===== config.mk =====
export PLATFORM = sky130hd
export DESIGN_NAME = coin_acceptor_flat
export DESIGN_NICKNAME = d
export VERILOG_FILES = /design/src/rtl/coin_acceptor_if.sv /design/src/rtl/coin_acceptor.sv /design/src/flat_wrapper.sv
export SDC_FILE = /design/constraint.sdc
export NUM_CORES = 1
export LEC_CHECK = 0
export BUFFER_PORTS_ARGS = -buffer_cell sky130_fd_sc_hd__buf_2
export CAP_MARGIN = 15
export CORE_ASPECT_RATIO = 0.6
export CORE_MARGIN = 8
export CORE_UTILIZATION = 51
export CTS_CLUSTER_DIAMETER = 80
export DETAILED_ROUTE_END_ITERATION = 16
export PLACE_DENSITY = 0.72
export SETUP_SLACK_MARGIN = 0.2
export SLEW_MARGIN = 15
export SYNTH_ARGS = -nofsm -noshare
export SYNTH_HDL_FRONTEND = slang
export SYNTH_SLANG_ARGS = --single-unit

===== constraint.sdc =====
create_clock -name clk -period 1.95 [get_ports clk]
set_input_delay 0.195 -clock clk [delete_from_list [all_inputs] [get_ports clk]]
set_output_delay 0.195 -clock clk [all_outputs]
set_load 0.01 [all_outputs]

===== src/rtl/coin_acceptor_if.sv =====
// Coin slot sensors and downstream hold in, issued coin code and status pulses out.
// master drives the sensors and hold; slave is the acceptor.
interface coin_acceptor_if;
  logic       sense_5;
  logic       sense_10;
  logic       hold;
  logic [1:0] coin;
  logic       reject;
  logic       overflow;
  logic       fifo_full;

  modport master (
    output sense_5, sense_10, hold,
    input  coin, reject, overflow, fifo_full
  );

  modport slave (
    input  sense_5, sense_10, hold,
    output coin, reject, overflow, fifo_full
  );
endinterface


===== src/rtl/coin_acceptor.sv =====
// Synchronises and debounces two coin sensors, queues one code per debounced rising edge, and issues
// each as a one-cycle code DEBOUNCE_CYCLES+4 edges after insert; hold stalls issue while the FIFO absorbs coins.
module coin_acceptor #(
  parameter int DEBOUNCE_CYCLES = 4,
  parameter int FIFO_DEPTH      = 4,
  parameter int GAP_CYCLES      = 1
) (
  input  logic            clk,
  input  logic            rst,
  coin_acceptor_if.slave  bus
);

  localparam int CW = (DEBOUNCE_CYCLES > 1) ? $clog2(DEBOUNCE_CYCLES + 1) : 1;
  localparam int PW = $clog2(FIFO_DEPTH);
  localparam int NW = $clog2(FIFO_DEPTH + 1);
  localparam int GW = (GAP_CYCLES > 1) ? $clog2(GAP_CYCLES) : 1;
  localparam logic [CW-1:0] DEB_LAST = CW'(DEBOUNCE_CYCLES - 1);
  localparam logic [NW-1:0] DEPTH_N  = NW'(FIFO_DEPTH);
  localparam logic [GW-1:0] GAP_LOAD = GW'((GAP_CYCLES > 0) ? GAP_CYCLES - 1 : 0);

  typedef enum logic [1:0] {IDLE, ISSUE, GAP} state_t;

  // bit 0 is the 5-rupee slot, bit 1 the 10-rupee slot
  logic [1:0]    raw;
  logic [1:0]    sync1, sync2, stable, rise;
  logic [CW-1:0] cnt [2];

  state_t        state;
  logic [GW-1:0] gap_cnt;
  logic [1:0]    coin_q;
  logic          reject_q, overflow_q;

  logic [1:0]    mem [FIFO_DEPTH];
  logic [PW-1:0] wr_ptr, rd_ptr;
  logic [NW-1:0] count;

  logic          can_issue, pop, push, full_now, single, both;
  logic [1:0]    push_code;

  assign raw = {bus.sense_10, bus.sense_5};

  always_ff @(posedge clk or negedge rst) begin
    if (!rst) begin
      sync1  <= '0;
      sync2  <= '0;
      stable <= '0;
      rise   <= '0;
      cnt[0] <= '0;
      cnt[1] <= '0;
    end else begin
      sync1 <= raw;
      sync2 <= sync1;
      for (int i = 0; i < 2; i++) begin
        rise[i] <= 1'b0;
        if (sync2[i] != stable[i]) begin
          if (cnt[i] == DEB_LAST) begin
            stable[i] <= sync2[i];
            cnt[i]    <= '0;
            rise[i]   <= sync2[i];
          end else begin
            cnt[i] <= cnt[i] + 1'b1;
          end
        end else begin
          cnt[i] <= '0;
        end
      end
    end
  end

  // The last gap cycle doubles as an IDLE decision so exactly GAP_CYCLES zero cycles separate coins.
  assign can_issue = (state == IDLE) || (state == GAP && gap_cnt == '0) ||
                     (state == ISSUE && GAP_CYCLES == 0);
  assign pop       = can_issue && (count != '0) && !bus.hold;
  assign full_now  = (count == DEPTH_N) && !pop;
  assign both      = &rise;
  assign single    = ^rise;
  assign push      = single && !full_now;
  assign push_code = rise[0] ? 2'b01 : 2'b10;

  always_ff @(posedge clk) begin
    if (push)
      mem[wr_ptr] <= push_code;
  end

  always_ff @(posedge clk or negedge rst) begin
    if (!rst) begin
      wr_ptr     <= '0;
      rd_ptr     <= '0;
      count      <= '0;
      state      <= IDLE;
      gap_cnt    <= '0;
      coin_q     <= 2'b00;
      reject_q   <= 1'b0;
      overflow_q <= 1'b0;
    end else begin
      reject_q   <= both || (single && full_now);
      overflow_q <= single && full_now;

      if (push)
        wr_ptr <= wr_ptr + 1'b1;
      if (pop)
        rd_ptr <= rd_ptr + 1'b1;
      count <= count + NW'(push) - NW'(pop);

      if (pop) begin
        coin_q <= mem[rd_ptr];
        state  <= ISSUE;
      end else begin
        coin_q <= 2'b00;
        case (state)
          ISSUE: begin
            if (GAP_CYCLES == 0) begin
              state <= IDLE;
            end else begin
              gap_cnt <= GAP_LOAD;
              state   <= GAP;
            end
          end
          GAP: begin
            if (gap_cnt == '0)
              state <= IDLE;
            else
              gap_cnt <= gap_cnt - 1'b1;
          end
          default: state <= IDLE;
        endcase
      end
    end
  end

  assign bus.coin      = coin_q;
  assign bus.reject    = reject_q;
  assign bus.overflow  = overflow_q;
  assign bus.fifo_full = (count == DEPTH_N);

endmodule

===== src/flat_wrapper.sv =====
// flat-port wrapper written by rule: the top's interface ports become plain ports
module coin_acceptor_flat 
#(
  parameter int DEBOUNCE_CYCLES = 4,
  parameter int FIFO_DEPTH      = 4,
  parameter int GAP_CYCLES      = 1
)
  (clk, rst, bus_sense_5, bus_sense_10, bus_hold, bus_coin, bus_reject, bus_overflow, bus_fifo_full);
  coin_acceptor_if bus_i ();
  input  logic clk;
  input  logic rst;
  input wire logic [$bits(bus_i.sense_5)-1:0] bus_sense_5;
  input wire logic [$bits(bus_i.sense_10)-1:0] bus_sense_10;
  input wire logic [$bits(bus_i.hold)-1:0] bus_hold;
  output wire logic [$bits(bus_i.coin)-1:0] bus_coin;
  output wire logic [$bits(bus_i.reject)-1:0] bus_reject;
  output wire logic [$bits(bus_i.overflow)-1:0] bus_overflow;
  output wire logic [$bits(bus_i.fifo_full)-1:0] bus_fifo_full;
  assign bus_i.sense_5 = bus_sense_5;
  assign bus_i.sense_10 = bus_sense_10;
  assign bus_i.hold = bus_hold;
  assign bus_coin = bus_i.coin;
  assign bus_reject = bus_i.reject;
  assign bus_overflow = bus_i.overflow;
  assign bus_fifo_full = bus_i.fifo_full;
  coin_acceptor #(.DEBOUNCE_CYCLES(DEBOUNCE_CYCLES), .FIFO_DEPTH(FIFO_DEPTH), .GAP_CYCLES(GAP_CYCLES)) u_core (.clk(clk), .rst(rst), .bus(bus_i));
endmodule

[Word level (Yosys, flattened, before mapping)]
Memories as Yosys holds them, arrays and structs flattened.
Index checks and enable logic that the tools add are counted.
Storage, ports and cells
  register bits: 28
  RAM bits: 8
  input bits: 5
  output and inout port bits: 5
  word-level logic and storage cells: 69
  memories kept: 1
Memory list
  u_core.mem: depth 4, bits a word 2, read ports 1, clocked after memory_dff 0, wr ports 1, RTL line coin_acceptor.sv:33  | logic [1:0] mem [FIFO_DEPTH];
Cells by class
  add/sub/neg operators: 7
  equality and inequality tests: 8
  muxes and demuxes: 17
  bitwise logic cells: 2
  reduce and logical (&&, ||, !) cells: 19
Operator list (count)
  $mux W3: 4
  $mux W2: 4
  $reduce_and A2 Y1: 4
  $mux W1: 7
  $add A3 B1 Y3 const B: 2
  $eq A3 B2 Y1 const B: 2
  $logic_and A1 B1 Y1: 6
  $add A2 B1 Y2 const B: 2
  $pmux W2 S2: 1
  $add A3 B1 Y3: 1
  $eq A3 B3 Y1 const B: 1
  $logic_not A1 Y1: 3
  $ne A3 B3 Y1 const B: 1
  $reduce_bool A3 Y1: 1
  $sub A3 B1 Y3: 1
  $eq A2 B1 Y1 const B: 1
  $eq A2 B2 Y1 const B: 1
  $logic_not A2 Y1: 1
  $logic_or A1 B1 Y1: 2
  $ne A1 B1 Y1: 2
  $not A1 Y1: 2
  $pmux W1 S2: 1
  $reduce_bool A2 Y1: 1
  $reduce_xor A2 Y1: 1
  $sub A1 B1 Y1 const B: 1

[Longest topological paths before layout]
Gate-level depths: netlist of run 1.
  depth in word-level cells: 11
  depth in mapped cells: 10

[Worst setup path after synthesis of run 1]
No wires, ideal clock.
  kind: reg-to-reg
  start: register u_core.count[2]
  end: register u_core.count[2]
  setup time: 0.123 ns
  data arrival time: 2.042 ns
  data required time: 1.827 ns
  path slack: -0.215 ns
  stages on the path, launching flop included: 11
  path buffers: 0
  cells stage by stage: dfrtp_1 or3_1 nand2_1 inv_1 ha_1 inv_1 ha_1 inv_1 fa_1 xnor2_1 xnor2_1
Between the ends
  longest elaborated chain between the ends: 9
Ends and longest elaborated chain
  start, declared: RTL line coin_acceptor.sv:35  | logic [NW-1:0] count;
  start signal, assigned: RTL line coin_acceptor.sv:103  | count <= count + NW'(push) - NW'(pop);
  $reduce_bool A3 Y1 *: RTL line coin_acceptor.sv:73  | assign pop = can_issue && (count != '0) && !bus.hold;
  $logic_and A1 B1 Y1 * (2 in a row): RTL line coin_acceptor.sv:73
  via u_core.pop: RTL line coin_acceptor.sv:37  | logic can_issue, pop, push, full_now, single, both;
  $logic_not A1 Y1: RTL line coin_acceptor.sv:74  | assign full_now = (count == DEPTH_N) && !pop;
  $logic_and A1 B1 Y1: RTL line coin_acceptor.sv:74
  $logic_not A1 Y1: RTL line coin_acceptor.sv:77  | assign push = single && !full_now;
  $logic_and A1 B1 Y1: RTL line coin_acceptor.sv:77
  $add A3 B1 Y3: RTL line coin_acceptor.sv:103
  $sub A3 B1 Y3 *: RTL line coin_acceptor.sv:103
Mark *: on every way through the listed nets, which the timed path passes. The rest lies on a longest branch.
A chain may end at the register's enable or synchronous reset.

[Worst setup path after layout of run 1]
  start: register u_core.count[0]
  end: register u_core.count[2]
The elaborated chain is that of the path after synthesis.

==> results of run 1 <==
## cell usage in the layout (no fill, tap or decap), types with 3 or more instances in the layout
master,instances
sky130_fd_sc_hd__buf_2,9
sky130_fd_sc_hd__xnor2_1,6
sky130_fd_sc_hd__dfrtp_1,25
sky130_fd_sc_hd__and3_1,3
sky130_fd_sc_hd__edfxtp_1,8
sky130_fd_sc_hd__ha_1,7
sky130_fd_sc_hd__nor3b_1,3
sky130_fd_sc_hd__buf_4,10
sky130_fd_sc_hd__clkbuf_8,6
sky130_fd_sc_hd__and2_1,5
sky130_fd_sc_hd__inv_1,4
sky130_fd_sc_hd__inv_2,3
sky130_fd_sc_hd__nor2b_1,3
## cells by family (layout without fill, tap and decap cells)
| logic type | Yosys count | count (layout) | share of synthesized area [%] |
|---|---|---|---|
| AOI/OAI and AO/OA | 2 | 2 | 1.28 |
| xor gates and xnor gates | 7 | 7 | 4.46 |
| adders and majority gates | 10 | 10 | 9.65 |
| buffers and inverters | 8 | 37 | 2.19 |
| DFF | 34 | 34 | 64.8 |
| muxes | 4 | 4 | 5.46 |
| and+or+nand+nor | 26 | 26 | 12.1 |
## registers in the layout, summed over array words and instances, names as in the netlist
| signal | cells |
|---|---|
| u_core.state | 1 |
| u_core.rd_ptr | 2 |
| u_core.mem | 8 |
| u_core.stable | 2 |
| u_core.bus.overflow | 1 |
| u_core.cnt | 6 |
| u_core.bus.coin | 2 |
| u_core.bus.reject | 1 |
| u_core.rise | 2 |
| u_core.count | 3 |
| u_core.sync2 | 2 |
| u_core.sync1 | 2 |
| u_core.wr_ptr | 2 |
## power groups by stage
stage | logic [mW] | registers, mW | clock network (mW)
finish | 0.760 | 1.01 | 0.544
CTS | 0.748 | 1.01 | 0.558
floorplan | 0.477 | 1.03 | 0
global placement | 0.701 | 1.01 | 0
detailed placement | 0.722 | 1.02 | 0
global route | 0.873 | 1.03 | 0.587
## repair_timing
action                     CTS  global route
hold buffers                 1             1
gates resized for setup      1             2
hold endpoints to repair    26             1
buffers inserted             1             1
pin swaps                    4             1
cloned                       0             0
setup endpoints to repair    2             2
## worst paths after layout
check	end	depth (start not counted)	slack (ns)
setup / recovery	u_core.count[2]	10	-0.10
hold / removal	u_core.sync1[0]	1	0.02
setup reg to reg	u_core.count[2]	10	-0.10
hold reg to reg	u_core.sync2[1]	0	0.35
max in group asynchronous	u_core.count[1]	2	1.10
min in group asynchronous	u_core.bus.coin[1]	2	0.43
## routing by layer
layer  up-vias  wire length, µm  share of wire (%)
met3         7              128                5.8
met4         0               41                1.8
met2        15              981                 44
met1       355             1070                 48
met5         -                0                  0
li1        362                -                  -
## final cells by class
cell class | count | area [µm²]
Inverter | 8 | 32.5
Tap cell | 32 | 40.0
Timing Repair Buffer | 21 | 140
Clock buffer | 6 | 82.6
Clock inverter | 2 | 12.5
Multi-Input combinational cell | 49 | 500
Sequential cell | 34 | 892
Fill cell | 184 | 840
## stage by stage
step / hold slack (ns) / utilization (%)
after floorplan: -0.101 / -
after global placement: 0.217 / 61.5
after detailed placement: 0.232 / 61.5
after CTS: 0.00489 / 66.0
after global routing: 0.00994 / 66.9
final: 0.0234 / 66.9
## critical path: stages (launching register included)
cell                      delay (ns)
sky130_fd_sc_hd__dfrtp_1        0.39
sky130_fd_sc_hd__or3_4          0.42
sky130_fd_sc_hd__nand2_4        0.08
sky130_fd_sc_hd__inv_4          0.04
sky130_fd_sc_hd__ha_4           0.20
sky130_fd_sc_hd__inv_2          0.06
sky130_fd_sc_hd__ha_4           0.11
sky130_fd_sc_hd__inv_2          0.03
sky130_fd_sc_hd__fa_2           0.34
sky130_fd_sc_hd__xnor2_2        0.14
sky130_fd_sc_hd__xnor2_1        0.12
==> summary.md, run 1 <==
| Metric | Value |
|---|---|
| Result of the run | `finished with violations` |
| Violations in the final reports | `setup timing` |
| Sequential share of power | `43.6%` |
| Final Total Pwr | `2.31 mW` |
| Maximum number of pins on one net before global-route repair | `27` |
| Required time at the worst-slack endpoint | `2.13 ns` |
| Final std cells w/o fill | `152` |
| Average wire per standard cell | `14.6 µm` |
| Number of port buffers | `9` |
| Primary FF master, synth | `sky130_fd_sc_hd__dfrtp_1` |
| Type of the most critical hold path | `in -> reg` |
| Global routing met3 resource utilization | `4.39%` |
| Mean cell area of the mapped netlist | `15.1 µm²` |
| GRT overflow | `0` |
| Top cell types by occurrence after synthesis | `26 x sky130_fd_sc_hd__dfrtp_1, 9 x sky130_fd_sc_hd__ha_1, 8 x sky130_fd_sc_hd__edfxtp_1, 8 x sky130_fd_sc_hd__inv_1, 7 x sky130_fd_sc_hd__xnor2_1` |
| Worst-case setup slack after placement | `-0.120 ns` |
| Area growth syn-to-layout | `23.8%` |
| Clock network fraction of design power | `23.5%` |
| Largest fanout of any net on the critical path | `2` |
| Synthesis-stage register bit count | `34` |
| Pins Over Slew Limit | `0` |
| Power density over the cells | `1360 mW/mm²` |
| Post-layout worst setup margin | `-0.103 ns` |
| Final nets | `134` |
| Total GRT Usage | `10.8%` |
| Hold_sp | `bus_sense_5` |
| Slew margin rel. | `61.5%` |
| Max_cap viols | `0` |
| I/O pin count | `10` |
| Count of routing violations after the opening detailed-route iteration | `34` |
| Unique masters post-synth | `23` |
| Share of layout cells above drive strength 1 | `35.8%` |
| CP endpoint kind | `flop` |
| IR Drop Worst-Case VDD | `0.779 mV` |
| Antenna violation net count after detailed routing | `0` |
| Total wire length | `2220 µm` |
| Core Box Area | `0.00254 mm²` |
| Number of cells in the design after placement | `140` |
| Clk pin slew, worst setup/hold paths | `0.07 ns` |
| Internal power contribution | `1.61 mW` |
| Switching power summed over all nets | `0.703 mW` |
| Proportion of register bits with asynchronous set or reset after synthesis | `76.5%` |
| Vias per Instance | `4.86` |
| Most crowded layer after global routing | `met2` |
| Final GP Congestion | `0.739` |
| Post-placement cell area | `0.00156 mm²` |
| H-tree Lvls | `2` |
| Part of the cycle the worst path needs | `105%` |
| Transition at the pin with the smallest max-transition slack | `0.577 ns` |
| Routing usage on met1 | `12.9%` |
| Via count of the routed design | `739` |
| Area share of the leading cell type in the synthesized netlist | `47.4%` |
| Fin crit period | `2.05 ns` |
| Number of failing hold endpoints at the final stage | `0` |
| Final total negative setup slack | `-0.140 ns` |
| Number of instances in the synthesized netlist | `91` |
| Maximum clock skew at final layout | `0.00561 ns` |
| Net Sw Frac | `30.4%` |
| Wire length of the first global-routing pass | `3820 µm` |
| Max Root-Sink Buffers | `2` |
| Unrepaired setup endpoints after global routing | `yes` |
| Grt met2 use | `15.3%` |
| Critical path startpoint | `u_core.count[0]` |
| Post-Syn Area | `0.00137 mm²` |
| Effective utilization at floorplan | `54.1%` |
| Startpoint Class | `flop` |
| Leak pwr | `0.791 nW` |
| Design Area, Final | `0.00170 mm²` |
| Cells taking the most area after synthesis | `sky130_fd_sc_hd__dfrtp_1 47%, sky130_fd_sc_hd__edfxtp_1 17%, sky130_fd_sc_hd__ha_1 8.2%` |
| Half-perimeter wire length of the detailed placement result | `1560 µm` |
| Nets in the synthesized netlist | `106` |
| Die footprint | `0.00466 mm²` |
| Proportion of power drawn by combinational gates | `32.9%` |
| Dominant cell by count in the synthesized netlist | `sky130_fd_sc_hd__dfrtp_1` |
| Drt first pass iters | `4` |
| Classification of the worst setup path | `reg -> reg` |
| Height of the die | `56.2 µm` |
| Sequential cell area fraction in the yosys report | `64.8%` |
| Total of endpoints with negative setup slack in the final report | `2` |
| Diode insertion count for antenna repair | `0` |
| Clock latency of the later-clocked register in the worst-skew pair | `0.29 ns` |
| CTS tree | `done` |
| Reg2reg start | `u_core.count[0]` |
| Max Freq | `0.487 GHz` |
| Row count | `14` |
| Number of global-route vias before repair | `810` |
| CTS buffer count | `5` |
| Crit path arrival time | `2.23 ns` |
| Ys Warns | `0` |
| Root Buffer | `sky130_fd_sc_hd__clkbuf_8` |
| Horizontal die dimension | `83.0 µm` |
| Total number of clock tree sinks | `34` |
| Post-detailed-route DRC marker count | `0` |
| Initial antenna violation count | `0` |
| Cell type with the largest total area after synthesis | `sky130_fd_sc_hd__dfrtp_1` |
| Number of enable flip-flop cells after synthesis | `8` |
No activity file was read; power rests on OpenSTA's default activity.
==> run 2: changes to the inputs <==
--- a/config.mk
+++ b/config.mk
@@ -7,13 +7,15 @@
 export LEC_CHECK = 0
 export BUFFER_PORTS_ARGS = -buffer_cell sky130_fd_sc_hd__buf_2
 export CAP_MARGIN = 15
+export CELL_PAD_IN_SITES_DETAIL_PLACEMENT = 1
+export CELL_PAD_IN_SITES_GLOBAL_PLACEMENT = 1
 export CORE_ASPECT_RATIO = 0.6
 export CORE_MARGIN = 8
-export CORE_UTILIZATION = 51
+export CORE_UTILIZATION = 43
 export CTS_CLUSTER_DIAMETER = 80
 export DETAILED_ROUTE_END_ITERATION = 16
-export PLACE_DENSITY = 0.72
-export SETUP_SLACK_MARGIN = 0.2
+export PLACE_DENSITY_LB_ADDON = 0.1
+export SETUP_SLACK_MARGIN = 0.4
 export SLEW_MARGIN = 15
 export SYNTH_ARGS = -nofsm -noshare
 export SYNTH_HDL_FRONTEND = slang
==> run 2 against run 1 <==
The flow still finishes with violations (setup timing). First-iteration DRC count down 62%. Final cell count up 11%. Sequential power about the same. Core utilization is 9.6 points lower. Fmax increased by 0.57%. Wire length rose by 9.1%. Worst hold slack got worse by 0.0034 ns. Flip-flop and latch count unchanged. Worst setup slack improved by 0.012 ns. Clock-buffer cell count unchanged. Total power is 7.1% higher. Global-route usage is 0.37 points higher. Largest cell class unchanged.
==> summary.md, run 2 (synthesized netlist as in run 1, its figures left out) <==
| Metric | Value |
|---|---|
| Wire length of the first global-routing pass | `4210 µm` |
| Via count of the routed design | `767` |
| Clock latency of the later-clocked register in the worst-skew pair | `0.28 ns` |
| Total wire length | `2430 µm` |
| Most flop-heavy register | `u_core.mem` |
| Post-layout worst setup margin | `-0.0917 ns` |
| Biggest registers after layout | `u_core.mem: 8 flops, u_core.cnt: 6 flops, u_core.count: 3 flops` |
| Clk pin slew, worst setup/hold paths | `0.07 ns` |
| Classification of the worst setup path | `reg -> reg` |
| Average wire per standard cell | `14.4 µm` |
| DRT met1 WL | `1180 µm` |
| Count of routing violations after the opening detailed-route iteration | `13` |
| Maximum clock skew at final layout | `0.00534 ns` |
| Met2 Wirelength | `1080 µm` |
| Pins Over Slew Limit | `0` |
| Core Box Area | `0.00316 mm²` |
| Startpoint Class | `flop` |
| Power density over the cells | `1360 mW/mm²` |
| Number of failing hold endpoints at the final stage | `0` |
| Final nets | `137` |
| Sequential share of power | `41.0%` |
| Detailed route wirelength on metal3 | `122 µm` |
| Post-detailed-route DRC marker count | `0` |
| Total of endpoints with negative setup slack in the final report | `2` |
| Commonest non-fill, non-tap cell in the layout | `sky130_fd_sc_hd__dfrtp_1` |
| Total GRT Usage | `11.2%` |
| Root Buffer | `sky130_fd_sc_hd__clkbuf_8` |
| Number of flip-flops under the largest register name | `8` |
| Clock network fraction of design power | `21.8%` |
| Transition at the pin with the smallest max-transition slack | `0.571 ns` |
| Effective utilization at floorplan | `43.4%` |
| CTS buffer count | `5` |
| Fin crit period | `2.04 ns` |
| Largest fanout of any net on the critical path | `2` |
| Internal power contribution | `1.71 mW` |
| Maximum number of pins on one net before global-route repair | `27` |
| Violations in the final reports | `setup timing` |
| Slew margin rel. | `61.9%` |
| CTS tree | `done` |
| Height of the die | `59.8 µm` |
| End-of-flow core utilization | `57.3%` |
| Final GP Congestion | `0.699` |
| Unrepaired setup endpoints after global routing | `yes` |
| GRT overflow | `0` |
| H-tree Lvls | `2` |
| Number of port buffers | `9` |
| Antenna violation net count after detailed routing | `0` |
| Drt first pass iters | `4` |
| Required time at the worst-slack endpoint | `2.12 ns` |
| Number of global-route vias before repair | `866` |
| Total number of clock tree sinks | `34` |
| Switching power summed over all nets | `0.763 mW` |
| Max Freq | `0.490 GHz` |
| Half-perimeter wire length of the detailed placement result | `1740 µm` |
| I/O pin count | `10` |
| Part of the cycle the worst path needs | `105%` |
| Leak pwr | `0.822 nW` |
| Type of the most critical hold path | `in -> reg` |
| Vias per Instance | `4.57` |
| Max_cap viols | `0` |
| Final Total Pwr | `2.47 mW` |
| Net Sw Frac | `30.9%` |
| Initial antenna violation count | `0` |
| Max Root-Sink Buffers | `2` |
| Row count | `16` |
| Register area | `892 µm²` |
| DR top layer | `met4` |
| Crit path arrival time | `2.21 ns` |
| Horizontal die dimension | `89.0 µm` |
| Commonest cells after routing, fill and taps aside | `25 x sky130_fd_sc_hd__dfrtp_1, 11 x sky130_fd_sc_hd__buf_4, 8 x sky130_fd_sc_hd__buf_2, 8 x sky130_fd_sc_hd__edfxtp_1` |
| Diode insertion count for antenna repair | `0` |
| Proportion of power drawn by combinational gates | `37.2%` |
| Multi-input logic area | `558 µm²` |
| IR Drop Worst-Case VDD | `0.753 mV` |
| Die footprint | `0.00532 mm²` |
| Share of layout cells above drive strength 1 | `43.9%` |
| CP endpoint kind | `flop` |
| Result of the run | `finished with violations` |
| Number of filler cells placed in the layout | `316` |
| Area growth syn-to-layout | `32.0%` |
## run 2: cell types whose count changed in the layout (fill, tap and decap cells not counted), moves of 2 or more
cell | previous run | this run
sky130_fd_sc_hd__and2_1 | 5 | 0
sky130_fd_sc_hd__and2_4 | 0 | 5
sky130_fd_sc_hd__buf_6 | 0 | 3
sky130_fd_sc_hd__inv_2 | 3 | 1
## run 2: path summary, 6_finish.rpt
kind,slack (ns),start,cells past startpoint,end
max,-0.09,u_core.count[0],10,u_core.count[2]
min,0.02,bus_sense_10,1,u_core.sync1[1]
max reg2reg,-0.09,u_core.count[0],10,u_core.count[2]
min reg2reg,0.35,u_core.sync1[1],0,u_core.sync2[1]
max in group asynchronous,1.10,rst,2,u_core.count[1]
min in group asynchronous,0.43,rst,2,u_core.rd_ptr[0]
## run 2: power by group through the flow
stage / Clock (mW) / Sequential [mW] / Combinational, mW
after floorplan: 0 / 1.03 / 0.477
after global placement: 0 / 1.02 / 0.711
after detailed placement: 0 / 1.03 / 0.741
after CTS: 0.564 / 1.02 / 0.847
after global routing: 0.592 / 1.04 / 1.03
final: 0.539 / 1.01 / 0.920
## run 2: final cells by class
| type | instances | area share (%) |
|---|---|---|
| sequential | 34 | 49.2 |
| multi-input combinational | 49 | 30.8 |
| timing repair buffer | 24 | 9.73 |
| clock buffer | 6 | 4.55 |
| tap | 45 | 3.11 |
| inverter | 8 | 1.93 |
| clock inverter | 2 | 0.690 |
## run 2: repair_timing
| action | CTS | global route |
|---|---|---|
| hold buffers | 1 | 1 |
| setup buffers | 3 | 2 |
| resized for setup | 10 | 7 |
| hold endpoints to repair | 26 | 1 |
| pin swaps | 3 | 2 |
| setup endpoints to repair | 10 | 11 |
## run 2: metal layers
| layer | vias to the layer above | GRT usage (%) |
|---|---|---|
| li1 | 367 | - |
| met1 | 383 | 13.5 |
| met2 | 12 | 16.6 |
| met3 | 5 | 4.53 |
| met4 | 0 | 6.34 |
| met5 | - | 0 |
## run 2: worst max-delay path: stages (launching register included)
cell and delay, ns:
sky130_fd_sc_hd__dfrtp_1 0.38, sky130_fd_sc_hd__or3_4 0.41, sky130_fd_sc_hd__nand2_4 0.08, sky130_fd_sc_hd__inv_4 0.04, sky130_fd_sc_hd__ha_4 0.21, sky130_fd_sc_hd__inv_4 0.05, sky130_fd_sc_hd__ha_4 0.11, sky130_fd_sc_hd__inv_2 0.03
sky130_fd_sc_hd__fa_2 0.34, sky130_fd_sc_hd__xnor2_2 0.15, sky130_fd_sc_hd__xnor2_1 0.13
## run 2: metrics by stage
step / TNS [ns] / hold slack, ns / std cells / worst slack [ns] / cell area (µm²)
2_1_floorplan: -0.103 / -0.101 / 91 / -0.0941 / 1420
3_3_place_gp: -0.0594 / 0.223 / 153 / -0.0594 / 1580
3_5_place_dp: -0.180 / 0.239 / 153 / -0.135 / 1580
4_1_cts: -0.133 / 0.00434 / 165 / -0.103 / 1760
5_1_grt: -0.212 / 0.00300 / 168 / -0.146 / 1810
6_report: -0.102 / 0.0200 / 168 / -0.0917 / 1810
